File: config.mk
export PLATFORM = sky130hd
export DESIGN_NAME = affine_fetch
export DESIGN_NICKNAME = d
export VERILOG_FILES = /design/src/rtl/affine_fetch.sv
export SDC_FILE = /design/constraint.sdc
export NUM_CORES = 1
export LEC_CHECK = 0
export CORE_UTILIZATION = 42
export CTS_CLUSTER_DIAMETER = 50
export DETAILED_ROUTE_END_ITERATION = 8
export MAX_ROUTING_LAYER = met4
export PLACE_DENSITY = 0.79
export REMOVE_ABC_BUFFERS = 1
export SLEW_MARGIN = 20
export SYNTH_ARGS = -nofsm -noshare
export SYNTH_HDL_FRONTEND = slang
export SYNTH_SLANG_ARGS = --single-unit
export TNS_END_PERCENT = 50
File: constraint.sdc
create_clock -name clk -period 2 [get_ports clk]
set_input_delay 0.2 -clock clk [delete_from_list [all_inputs] [get_ports clk]]
set_output_delay 0.2 -clock clk [all_outputs]
set_load 0.005 [all_outputs]
File: src/rtl/affine_fetch.sv
// Instruction fetch stage with halt and operator-wait handling.
// A registered instruction word feeds the decoder, and the PC addresses the program ROM combinationally.
module affine_fetch #(
    parameter int              A       = 2,
    parameter int              W_OP    = 6,
    parameter int              W_INST  = 28,
    parameter logic [W_OP-1:0] OP_WAIT = 6'h3F
) (
    input  logic              clk,
    input  logic              nReset,
    output logic [A-1:0]      rom_addr,
    input  logic [W_INST-1:0] rom_data,
    input  logic              sw_go,
    input  logic              dec_halt,
    output logic [W_INST-1:0] inst,
    output logic              inst_valid,
    output logic [A-1:0]      pc,
    output logic              halted
);

    typedef enum logic [1:0] {RUN, WAIT_HI, WAIT_LO, HALT} state_t;

    state_t state, next_state;
    logic   go_meta, go_s;
    logic   valid;
    logic   is_wait;
    logic   load_fetch;
    logic   clear_valid;

    assign rom_addr = pc;
    assign is_wait  = valid && (inst[W_INST-1 -: W_OP] == OP_WAIT);

    // sw_go comes from a physical switch, so it is resynchronised before use
    always_ff @(posedge clk) begin
        if (!nReset) begin
            go_meta <= 1'b0;
            go_s    <= 1'b0;
        end else begin
            go_meta <= sw_go;
            go_s    <= go_meta;
        end
    end

    always_ff @(posedge clk) begin
        if (!nReset) begin
            state <= RUN;
        end else begin
            state <= next_state;
        end
    end

    // Halt outranks wait when the decoder flags both on one instruction
    always_comb begin
        next_state = state;
        unique case (state)
            RUN: begin
                if (valid && dec_halt) begin
                    next_state = HALT;
                end else if (is_wait) begin
                    next_state = WAIT_HI;
                end
            end
            WAIT_HI: begin
                if (go_s) begin
                    next_state = WAIT_LO;
                end
            end
            WAIT_LO: begin
                if (!go_s) begin
                    next_state = RUN;
                end
            end
            HALT: next_state = HALT;
            default: next_state = RUN;
        endcase
    end

    always_comb begin
        load_fetch  = 1'b0;
        clear_valid = 1'b0;
        inst_valid  = 1'b0;
        halted      = 1'b0;
        unique case (state)
            RUN: begin
                inst_valid  = valid && !is_wait;
                clear_valid = valid && dec_halt;
                load_fetch  = !(valid && dec_halt) && !is_wait;
            end
            WAIT_LO: load_fetch = !go_s;
            HALT:    halted     = 1'b1;
            default: load_fetch = 1'b0;
        endcase
    end

    // pc wraps naturally at 2^A with no bubble
    always_ff @(posedge clk) begin
        if (!nReset) begin
            pc    <= '0;
            inst  <= '0;
            valid <= 1'b0;
        end else if (load_fetch) begin
            inst  <= rom_data;
            pc    <= pc + A'(1);
            valid <= 1'b1;
        end else if (clear_valid) begin
            valid <= 1'b0;
        end
    end

endmodule

==> results.md <==
- Outcome: finished clean
- Drc violations: 0
- Max_cap viols: 0
- Pwr/cell area: 1413 nW/um2
- WS Path Type: reg2out
- Seq cells post-synth: 35
- Static Leak: 0.9490 nW
- R2r endpoint: inst[3]
- Reg2Reg Depth: 6
- Initial antenna violation count: 0
- WHS Endpoint: pc[1]
- Rows: 21
- Via Count: 1288
- Share of layout cells above drive strength 1: 5.677%
- Worst hold stages: 4
- Num ports: 66
- Gr ovfl total: 0
- Share of the synthesized area in the top cell type: 44.87%
- DPL Wire Length: 2146 um
- FFs w/ async S/R, synth: 0%
- GPL Wtd Cong: 0.7814
- Synth Area per Inst: 9.407 um2
- Most frequent cell after synthesis: nand2_1
- Yosys cell types: 25
- Setup ws final: 135.5 ps
- Setup_tns: 0 ps
- Number of synthesized flops with an enable pin: 0
- Fin Clk Skew: 9.966 ps
- Comb power frac: 51.3%
- Clock tree sinks: 35
- Routed WL: 2993 um
- Max VDD drop: 690.4 uV
- Die height: 62.98 um
- CTS tree: yes
- Clk buf depth: 2
- Main synth FF type: dfxtp_1
- Final hold violations: 0
- Yosys warning count: 0
- Sequential share of power: 34.7%
- Critical Path End Type: output pin
- Max-Slew Margin vs Limit: 73.93%
- Post-synthesis cell count: 166
- Number of H-tree levels: 2
- Worst path arrival time: 1660 ps
- # nets final: 267
- Cell accounting for the most synthesized area: dfxtp_1
- HP Class: in2reg
- Global-route wire length before repair: 5147 um
- Core ar.: 3442 um2
- ANT nets after route: 0
- Seq/Total Area, Yosys: 44.87%
- Int Power: 2.174 mW
- Port-buffer cells: 65
- Fill count: 299
- Resized Gates After CTS: 0
- Placed insts: 269
- CTS Root Cell: clkbuf_8
- Req. time, crit path: 1800 ps
- Pre-antenna DRT Iters: 4
- Min cycle time layout: 1864 ps
- Hold Buf Count CTS: 0
- Fin cells: 275
- Drt via density: 4.684
- Dpl ws: 411.6 ps
- Reg2Reg Launch Point: state[0]
- Top post-synthesis cells by area: dfxtp_1, mux2i_1, nand2_1
- Die ar.: 3966 um2
- Synth top cells by count: nand2_1, dfxtp_1, mux2i_1, clkbuf_1, ha_1
- Clock transition at path regs: 70 ps
- CP Launch Type: flop
- Worst skew pair latency: 280 ps
- P&R area growth vs syn: 46.71%
- Num CTS Buffers: 5
- Fmax: 536.3 MHz
- Final Max Slew Viols: 0
- Clock Power Share: 14.0%
- Initial Utilization: 45.37%
- Ant. Diodes: 0
- Final Cycle Share: 93.22%
- Slew at the pin closest to its max-slew limit: 389.4 ps
- Switching part of the total power: 32.85%
- Final setup vio count: 0
- Largest net degree at the start of global routing: 36
- Gr usage total: 16.92%
- R2R Setup Slk: 410 ps
- P_sw: 1.063 mW
- Wirelength per Cell: 10.88 um
- Initial DRC count: 61
- Unrepaired setup endpoints after global routing: no
- Vias in the first global route: 1171
- Maximum fanout along the worst path: 5
- Die W: 62.98 um
- Post-CTS Setup Repair Bufs: 0
- Hold path start: nReset
- Syn Std Cell Area: 1561 um2
==> sequential cells by signal, indices dropped and copies added (netlist names) <==
signal / cells
state: 2
go_s: 1
valid: 1
go_meta: 1
pc: 2
inst: 28
==> kinds of logic after synthesis <==
logic type | after synthesis | synth area share [%]
and+or+nand+nor | 71 | 20.27
DFF | 35 | 44.87
muxes | 30 | 19.23
buffers and inverters | 14 | 5.930
AOI/OAI and AO/OA | 11 | 5.689
adders and majority gates | 5 | 4.006
==> critical path: stages, from the launching register on <==
cell and delay (ps):
dfxtp_1 340, inv_1 120, ha_1 260, o211a_1 170, clkdlybuf4s50_1 490
==> metal layers <==
| layer | global-route usage, % | part of all wire [%] | vias to the layer above |
|---|---|---|---|
| met2 | 26.34 | 45 | 51 |
| met4 | 9.593 | 2.0 | 0 |
| met3 | 3.102 | 6.5 | 5 |
| met1 | 20.36 | 46 | 561 |
| met5 | - | 0 | - |
| li1 | - | - | 671 |
==> cell usage in the layout (no fill, tap or decap) <==
cell / n
o211a_4: 1
nor2_8: 1
inv_1: 3
a21oi_1: 3
ha_1: 5
buf_4: 2
o21ai_0: 1
a211oi_1: 1
clkbuf_1: 1
and2_1: 2
nand3_2: 1
nand3_1: 1
buf_12: 1
a21boi_0: 1
buf_2: 1
clkdlybuf4s50_1: 64
nand4_2: 1
o211ai_1: 1
nor3_1: 3
mux2i_1: 30
a311oi_1: 1
dfxtp_1: 35
and2b_1: 1
nand2_1: 59
o211a_1: 1
clkbuf_8: 5
nand2b_1: 2
a41o_1: 1
==> how the worst max path moves through the flow <==
stage | from | endpoint | slack (ps) | cells after the start
2_1_floorplan | state[0] | inst[0] | 420 | 5
3_3_place_gp | dec_halt | inst[11] | 450 | 6
3_5_place_dp | dec_halt | pc[1] | 410 | 5
4_1_cts | state[0] | inst_valid | 130 | 4
5_1_grt | state[0] | inst_valid | 40 | 4
6_report | state[0] | inst_valid | 140 | 4
==> power groups by stage <==
stage,sequential [mW],combinational [mW],clock (mW)
finish,1.12,1.66,0.454
global route,1.16,1.81,0.509
CTS,1.13,1.69,0.472
detailed placement,1.14,1.69,0
global placement,1.14,1.67,0
floorplan,1.15,0.868,0
==> cell type report <==
cell class | instances | area, um2 | area share (%)
clock buffer | 6 | 72.57 | 3.168
inverter | 3 | 11.26 | 0.4915
multi-input combinational | 117 | 768.2 | 33.53
sequential | 35 | 700.7 | 30.58
tap | 46 | 57.56 | 2.512
timing repair buffer | 68 | 680.7 | 29.71
==> through the flow <==
step / cell area, um2 / total power [mW] / utilization, % / hold WS [ps]
final: 2291 / 3.238 / 66.56 / 418.0
after global routing: 2291 / 3.478 / 66.56 / 462.5
after CTS: 2291 / 3.287 / 66.56 / 412.9
after detailed placement: 2218 / 2.823 / 64.45 / 439.0
after global placement: 2218 / 2.806 / 64.45 / 443.2
after floorplan: 1480 / 2.018 / - / 321.7
No activity file was read; power rests on OpenSTA's default activity.
